[src/rtl/spi_slave_pkg.sv]
// Shared constants for the SPI slave burst bridge.
//   - FSM state encodings (IDLE / CMD / DATA)
//   - R/W command bit values
//   - bit positions inside the sticky err vector
package spi_slave_pkg;

  localparam logic [1:0] ST_IDLE = 2'd0;
  localparam logic [1:0] ST_CMD  = 2'd1;
  localparam logic [1:0] ST_DATA = 2'd2;

  localparam logic RW_READ  = 1'b1;
  localparam logic RW_WRITE = 1'b0;

  localparam int ERR_UNDERRUN = 0;
  localparam int ERR_OVERRUN  = 1;

endpackage

[src/rtl/spi_pin_sync.sv]
// Pin synchroniser and SPI edge strobe generator.
// Ports:
//   clk, rst_n        system clock, async active-low reset
//   sclk, cs_n, sdi   raw SPI pins
//   cs_act            synchronised chip select, 1 = frame active
//   cs_fall           one-cycle pulse on chip-select assertion
//   sample, shift     one-cycle pulses on the sample / shift SCLK edge
//   sdi_bit           sdi value aligned with the sample strobe
// Every output is registered once after the last synchroniser stage, so a
// pin edge reaches the strobes SYNC_STAGES+1 clk cycles later.
module spi_pin_sync #(
  parameter int CPOL        = 0,
  parameter int CPHA        = 0,
  parameter int SYNC_STAGES = 2
) (
  input  logic clk,
  input  logic rst_n,
  input  logic sclk,
  input  logic cs_n,
  input  logic sdi,
  output logic cs_act,
  output logic cs_fall,
  output logic sample,
  output logic shift,
  output logic sdi_bit
);

  localparam logic IDLE_LVL    = (CPOL != 0);
  // Leading edge is the rising one when CPOL=0; sampling on the leading edge
  // when CPHA=0 makes the sample edge rising exactly when CPOL==CPHA.
  localparam logic SAMPLE_RISE = (CPOL == CPHA);

  logic [SYNC_STAGES-1:0] sclk_q, cs_q, sdi_q;
  logic                   sclk_prev, cs_prev;
  logic                   sclk_s, cs_s, rise, fall;

  assign sclk_s = sclk_q[SYNC_STAGES-1];
  assign cs_s   = cs_q[SYNC_STAGES-1];
  assign rise   = sclk_s & ~sclk_prev;
  assign fall   = ~sclk_s & sclk_prev;

  always_ff @(posedge clk or negedge rst_n) begin
    if (!rst_n) begin
      // Reset to idle pin levels so no spurious edge appears on release.
      sclk_q    <= {SYNC_STAGES{IDLE_LVL}};
      cs_q      <= '1;
      sdi_q     <= '0;
      sclk_prev <= IDLE_LVL;
      cs_prev   <= 1'b1;
      cs_act    <= 1'b0;
      cs_fall   <= 1'b0;
      sample    <= 1'b0;
      shift     <= 1'b0;
      sdi_bit   <= 1'b0;
    end else begin
      sclk_q    <= {sclk_q[SYNC_STAGES-2:0], sclk};
      cs_q      <= {cs_q[SYNC_STAGES-2:0], cs_n};
      sdi_q     <= {sdi_q[SYNC_STAGES-2:0], sdi};
      sclk_prev <= sclk_s;
      cs_prev   <= cs_s;
      cs_act    <= ~cs_s;
      cs_fall   <= ~cs_s & cs_prev;
      sample    <= SAMPLE_RISE ? rise : fall;
      shift     <= SAMPLE_RISE ? fall : rise;
      sdi_bit   <= sdi_q[SYNC_STAGES-1];
    end
  end

endmodule

[src/rtl/spi_slave_burst.sv]
// SPI slave to register-bus bridge with auto-increment bursts.
// Ports:
//   clk, rst_n              system clock, async active-low reset
//   cs_n, sclk, sdi         SPI pins (any mode via CPOL/CPHA)
//   sdo, sdo_oe             serial read data and its tri-state enable
//   addr, wr_en, rd_en      bus request; requests held until rdy
//   data_wr, data_rd, rdy   bus write data, read data, completion
//   busy                    synchronised chip select is active
//   err                     sticky [0] read underrun, [1] write overrun
// Frame: R/W bit (1 = read), ADDR_WIDTH address bits, then any number of
// DATA_WIDTH words; the address advances after each completed access.
module spi_slave_burst
  import spi_slave_pkg::*;
#(
  parameter int CPOL        = 0,
  parameter int CPHA        = 0,
  parameter int ADDR_WIDTH  = 16,
  parameter int DATA_WIDTH  = 16,
  parameter int LSB_FIRST   = 0,
  parameter int SYNC_STAGES = 2
) (
  input  logic                  clk,
  input  logic                  rst_n,
  input  logic                  cs_n,
  input  logic                  sclk,
  input  logic                  sdi,
  output logic                  sdo,
  output logic                  sdo_oe,
  output logic [ADDR_WIDTH-1:0] addr,
  output logic                  wr_en,
  output logic                  rd_en,
  output logic [DATA_WIDTH-1:0] data_wr,
  input  logic [DATA_WIDTH-1:0] data_rd,
  input  logic                  rdy,
  output logic                  busy,
  output logic [1:0]            err
);

  localparam int BITS_MAX = (ADDR_WIDTH + 1 > DATA_WIDTH) ? ADDR_WIDTH + 1 : DATA_WIDTH;
  localparam int CW       = $clog2(BITS_MAX);
  localparam logic [CW-1:0] CMD_LAST  = CW'(ADDR_WIDTH);
  localparam logic [CW-1:0] DATA_LAST = CW'(DATA_WIDTH - 1);
  localparam bit LSBF = (LSB_FIRST != 0);

  logic cs_act, cs_fall, sample, shift, sdi_bit;

  spi_pin_sync #(
    .CPOL       (CPOL),
    .CPHA       (CPHA),
    .SYNC_STAGES(SYNC_STAGES)
  ) u_sync (
    .clk    (clk),
    .rst_n  (rst_n),
    .sclk   (sclk),
    .cs_n   (cs_n),
    .sdi    (sdi),
    .cs_act (cs_act),
    .cs_fall(cs_fall),
    .sample (sample),
    .shift  (shift),
    .sdi_bit(sdi_bit)
  );

  logic [1:0]            state;
  logic [CW-1:0]         bit_cnt;
  logic                  rw;
  logic [ADDR_WIDTH-1:0] addr_sr, addr_nxt;
  logic [DATA_WIDTH-1:0] rx_sr, rx_nxt;
  logic [DATA_WIDTH-1:0] tx_sr, tx_adv;
  logic [DATA_WIDTH-1:0] rd_buf, word_src, word_rest;
  logic                  buf_valid, late, refetch, sdo_q;
  logic                  rd_frame, word_ok, first_bit, tx_bit;

  assign rd_frame = (rw == RW_READ) && (state == ST_DATA) && cs_act;
  assign sdo_oe   = rd_frame;
  assign sdo      = rd_frame & sdo_q;
  assign busy     = cs_act;

  // A response landing in the same cycle as the first shift edge still
  // counts as on time; it bypasses the holding buffer.
  assign word_ok  = buf_valid || (rd_en && rdy && !late);
  assign word_src = buf_valid ? rd_buf : data_rd;

  always_comb begin
    addr_nxt  = LSBF ? {sdi_bit, addr_sr[ADDR_WIDTH-1:1]} : {addr_sr[ADDR_WIDTH-2:0], sdi_bit};
    rx_nxt    = LSBF ? {sdi_bit, rx_sr[DATA_WIDTH-1:1]}   : {rx_sr[DATA_WIDTH-2:0], sdi_bit};
    first_bit = LSBF ? word_src[0] : word_src[DATA_WIDTH-1];
    word_rest = LSBF ? {1'b1, word_src[DATA_WIDTH-1:1]} : {word_src[DATA_WIDTH-2:0], 1'b1};
    tx_bit    = LSBF ? tx_sr[0] : tx_sr[DATA_WIDTH-1];
    tx_adv    = LSBF ? {1'b1, tx_sr[DATA_WIDTH-1:1]} : {tx_sr[DATA_WIDTH-2:0], 1'b1};
  end

  always_ff @(posedge clk or negedge rst_n) begin
    if (!rst_n) begin
      state     <= ST_IDLE;
      bit_cnt   <= '0;
      rw        <= RW_WRITE;
      addr_sr   <= '0;
      rx_sr     <= '0;
      tx_sr     <= '0;
      rd_buf    <= '0;
      buf_valid <= 1'b0;
      late      <= 1'b0;
      refetch   <= 1'b0;
      sdo_q     <= 1'b0;
      addr      <= '0;
      wr_en     <= 1'b0;
      rd_en     <= 1'b0;
      data_wr   <= '0;
      err       <= '0;
    end else begin
      // Bus completions; rdy with nothing pending falls through untouched.
      if (wr_en && rdy) begin
        wr_en <= 1'b0;
        addr  <= addr + 1'b1;
      end
      if (rd_en && rdy) begin
        rd_en <= 1'b0;
        addr  <= addr + 1'b1;
        if (late) begin
          // Data for a word already sent as all-ones: drop it and fetch the
          // next word straight away so the underrun does not cascade.
          late    <= 1'b0;
          refetch <= rd_frame;
        end else if (rd_frame) begin
          rd_buf    <= data_rd;
          buf_valid <= 1'b1;
        end
      end
      if (refetch) begin
        refetch <= 1'b0;
        if (rd_frame) rd_en <= 1'b1;
      end

      if (cs_fall) begin
        state     <= ST_CMD;
        bit_cnt   <= '0;
        err       <= '0;
        buf_valid <= 1'b0;
        late      <= 1'b0;
        refetch   <= 1'b0;
        sdo_q     <= 1'b0;
      end else if (!cs_act) begin
        // Partial words are simply abandoned; pending requests finish alone.
        state   <= ST_IDLE;
        bit_cnt <= '0;
        sdo_q   <= 1'b0;
      end else begin
        case (state)
          ST_CMD: begin
            if (sample) begin
              bit_cnt <= bit_cnt + 1'b1;
              if (bit_cnt == '0) rw <= sdi_bit;
              else addr_sr <= addr_nxt;
              if (bit_cnt == CMD_LAST) begin
                state   <= ST_DATA;
                bit_cnt <= '0;
                addr    <= addr_nxt;
                if (rw == RW_READ) rd_en <= 1'b1;
              end
            end
          end
          ST_DATA: begin
            if (rw == RW_READ) begin
              if (shift) begin
                if (bit_cnt == '0) begin
                  if (word_ok) begin
                    sdo_q     <= first_bit;
                    tx_sr     <= word_rest;
                    buf_valid <= 1'b0;
                    rd_en     <= 1'b1;   // prefetch the following word
                  end else begin
                    sdo_q            <= 1'b1;
                    tx_sr            <= '1;
                    err[ERR_UNDERRUN] <= 1'b1;
                    if (rd_en) late  <= 1'b1;
                    else rd_en       <= 1'b1;
                  end
                end else begin
                  sdo_q <= tx_bit;
                  tx_sr <= tx_adv;
                end
              end
              if (sample) bit_cnt <= (bit_cnt == DATA_LAST) ? '0 : bit_cnt + 1'b1;
            end else if (sample) begin
              rx_sr <= rx_nxt;
              if (bit_cnt == DATA_LAST) begin
                bit_cnt <= '0;
                if (wr_en && !rdy) begin
                  err[ERR_OVERRUN] <= 1'b1;
                end else begin
                  data_wr <= rx_nxt;
                  wr_en   <= 1'b1;
                end
              end else begin
                bit_cnt <= bit_cnt + 1'b1;
              end
            end
          end
          default: ;
        endcase
      end
    end
  end

endmodule

[config.mk]
export PLATFORM = sky130hd
export DESIGN_NAME = spi_slave_burst
export DESIGN_NICKNAME = d
export VERILOG_FILES = /design/src/rtl/spi_slave_pkg.sv /design/src/rtl/spi_pin_sync.sv /design/src/rtl/spi_slave_burst.sv
export SDC_FILE = /design/constraint.sdc
export NUM_CORES = 1
export LEC_CHECK = 0
export BUFFER_PORTS_ARGS = -buffer_cell sky130_fd_sc_hd__buf_4
export CAP_MARGIN = 20
export CORE_ASPECT_RATIO = 2
export CORE_MARGIN = 2
export CORE_UTILIZATION = 30
export CTS_BUF_LIST = sky130_fd_sc_hd__clkbuf_8
export CTS_CLUSTER_DIAMETER = 100
export DETAILED_ROUTE_END_ITERATION = 10
export GPL_ROUTABILITY_DRIVEN = 1
export PLACE_DENSITY = 0.55
export SLEW_MARGIN = 5
export SYNTH_ARGS = -nofsm -noshare
export SYNTH_HDL_FRONTEND = slang
export SYNTH_SLANG_ARGS = --single-unit
export TNS_END_PERCENT = 50
[constraint.sdc]
create_clock -name clk -period 3.1 [get_ports clk]
set_clock_uncertainty 0.15 [all_clocks]
set_input_delay 0.155 -clock clk [delete_from_list [all_inputs] [get_ports clk]]
set_output_delay 0.155 -clock clk [all_outputs]
set_load 0.005 [all_outputs]
==> run metrics <==
status finished clean; P_leak 3.11 nW; register area share after synthesis around three fifths; synth warn 0; largest fanout on the critical path 17; Root Driver clkbuf_8; Final period util 74.8%; pins over their slew limit 0; effective utilization at floorplan 30.7%; num rows 68; PostCTS Resize Cnt 0; CTS tree built; Final setup viols 0; IO buf count 60; post-synthesis cell area 5300 um2; Worst VDD drop 0.226 mV; worst path cell trace inv_1 -> ha_1 -> and3_1 -> nand3_2 -> nor2_4 -> mux2_2; GRT Resource Usage Total between 10% and 20%; clock slew seen by the registers of the worst setup and hold paths 0.07 ns; syn_area_per_cell ~12 um2; RSZ-0062 raised after global routing false; initial antenna violation count 0; number of global-route vias before repair 3822; drt pass-1 iters 4; Final Hold Slack 0.139 ns; die area 18800 um2; syn nets between 400 and 500; Required @ worst endpoint 3.26 ns; largest net degree at the start of global routing 50; Peak Freq 0.431 GHz; final WL 11100 um; Vias/cell 4.78; Max Root-Sink Buffers 2; Hold WC Path Type input port to async pin; Worst-Margin Slew roughly 0.73 ns; Top FF cell, synth dfrtp_1; Die H about 190 um; Ant. Diodes 0; Setup Fix Bufs, Post-CTS 0; Hold Vio Cnt, Final 0; CTS Hold Bufs 21; flops & latches, synth 123; routed len/inst 15.1 um; asr flop ratio synth 100%; crit start category flip-flop; first-pass GRT wire length 18500 um; layout net count 546; routability congestion estimate 0.843; slowest cell delay on critical path 0.45 ns; Fill cells 1687; number of H-tree levels 4; CTS Buf Count 17; CP Depth 6; PwrDens 528 nW/um2; number of max-cap violations 0; Worst Reg2Reg Path Length in Cells 6; CTS Sinks 123; Die W 98.0 um; placed wire-length estimate about 7700 um; distinct cell type count after synthesis 51; antenna viol nets, final 0; relative slew slack roughly half; IO Count 61; share of post-route cells with drive strength above 1 33.7%; Vias between 3000 and 4000; clock latency on the worst-skew pair ~0.43 ns; initial drt markers between 90 and 100; minimum clock period around 2.3 ns; setup TNS 0 ns; drt drc 0; number of synthesized flops with an enable pin 0; WP buf/inv 1; Placeable Area between 15000 and 20000 um2; grt total ovfl 0; Crit path max-delay family simple AND/OR/NAND/NOR gates; Worst path slowest cell nor2_4; Worst Setup End Kind flip-flop; Crit Path Class flip-flop to flip-flop; synthesis-to-layout area growth 24.6%; CP arrival 2.48 ns; Post-Synthesis Cells around 430
## through the flow
stage          power (W)  util (%)  std cells  instance area (um2)  setup slack, ns
4_1_cts          0.00356      38.3        738                 6610            0.748
3_5_place_dp     0.00206      34.7        687                 6000            0.767
2_1_floorplan    0.00189         -        426                 5300            0.996
3_3_place_gp     0.00205      34.7        687                 6000            0.791
6_report         0.00349      38.3        738                 6610            0.781
5_1_grt          0.00367      38.3        738                 6610            0.594
## power by group
part	internal, W	total, W	switching (W)
sequential	0.00167	0.00174	0.0000711
combinational	0.000164	0.000310	0.000146
clock	0.000839	0.00144	0.000601
total	0.00267	0.00349	0.000819
## logic make-up (layout without fill, tap and decap cells)
family	after synthesis	count (layout)	share of synthesized area (%)
compound gates	67	67	7.62
xor+xnor	16	16	2.64
fa+ha+maj	7	7	1.65
buf+inv	26	128	2.55
simple gates	106	106	10.3
mux	81	81	17.2
flops	123	123	58.1
## layer usage
metal	GRT usage [%]	vias to the layer above	routed length, um
met2	22.6	69	6100
met3	3.78	8	454
met4	5.40	0	147
met5	0	-	0
met1	13.1	1769	4420
li1	-	1683	-
## layout by cell type (no fill, tap or decap), drive strengths merged, types with 3 or more instances in the layout
cell         instances
buf                 68
xnor2                6
o21ai               32
dfrtp              120
dlygate4sd3         21
mux2                80
nand2b               4
bufinv               3
ha                   7
and2                 3
nor2b                5
o22ai               17
dfstp                3
a21oi                4
clkbuf              20
nand2               46
inv                 11
nor2                16
and3                 7
nand3               13
xor2                10
clkinv               4
## sequential cells by signal, summed over array words and instances (netlist names), 2 cells and up
| name | flops |
|---|---|
| err | 2 |
| bit_cnt | 5 |
| u_sync.sdi_q | 2 |
| tx_sr | 16 |
| state | 2 |
| addr | 16 |
| rd_buf | 16 |
| rx_sr | 15 |
| u_sync.sclk_q | 2 |
| u_sync.cs_q | 2 |
| data_wr | 16 |
| addr_sr | 15 |
## synth_stat cells, types with 7 or more instances
cell	number	area [um2]
ha_1	7	87.6
and3_1	7	43.8
o21ai_0	30	150
mux2_2	70	788
nor2_1	14	52.6
dfrtp_1	120	3000
xor2_1	10	87.6
nand2_1	46	173
o22ai_1	17	106
inv_1	9	33.8
nand3_1	12	60.1
mux2_1	10	113
## worst paths after layout
check                                start              to  slack, ns
setup / recovery                  state[0]       rd_buf[1]       0.78
hold / removal                       rst_n      rd_buf[11]       0.14
setup reg to reg                  state[0]       rd_buf[1]       0.78
hold reg to reg            u_sync.sdi_q[1]  u_sync.sdi_bit       0.20
max in group asynchronous            rst_n       rd_buf[0]       1.86
min in group clk           u_sync.sdi_q[1]  u_sync.sdi_bit       0.20
## area by class of cell
cell class | instances | area [um2] | share of cell area (%)
inverter | 9 | 33.8 | 0.511
multi-input combinational | 277 | 2100 | 31.7
tap | 210 | 263 | 3.98
clock buffer | 20 | 275 | 4.17
clock inverter | 10 | 125 | 1.89
sequential | 123 | 3080 | 46.6
timing repair buffer | 89 | 733 | 11.1
Note: power is estimated with default switching activity, not from simulation.
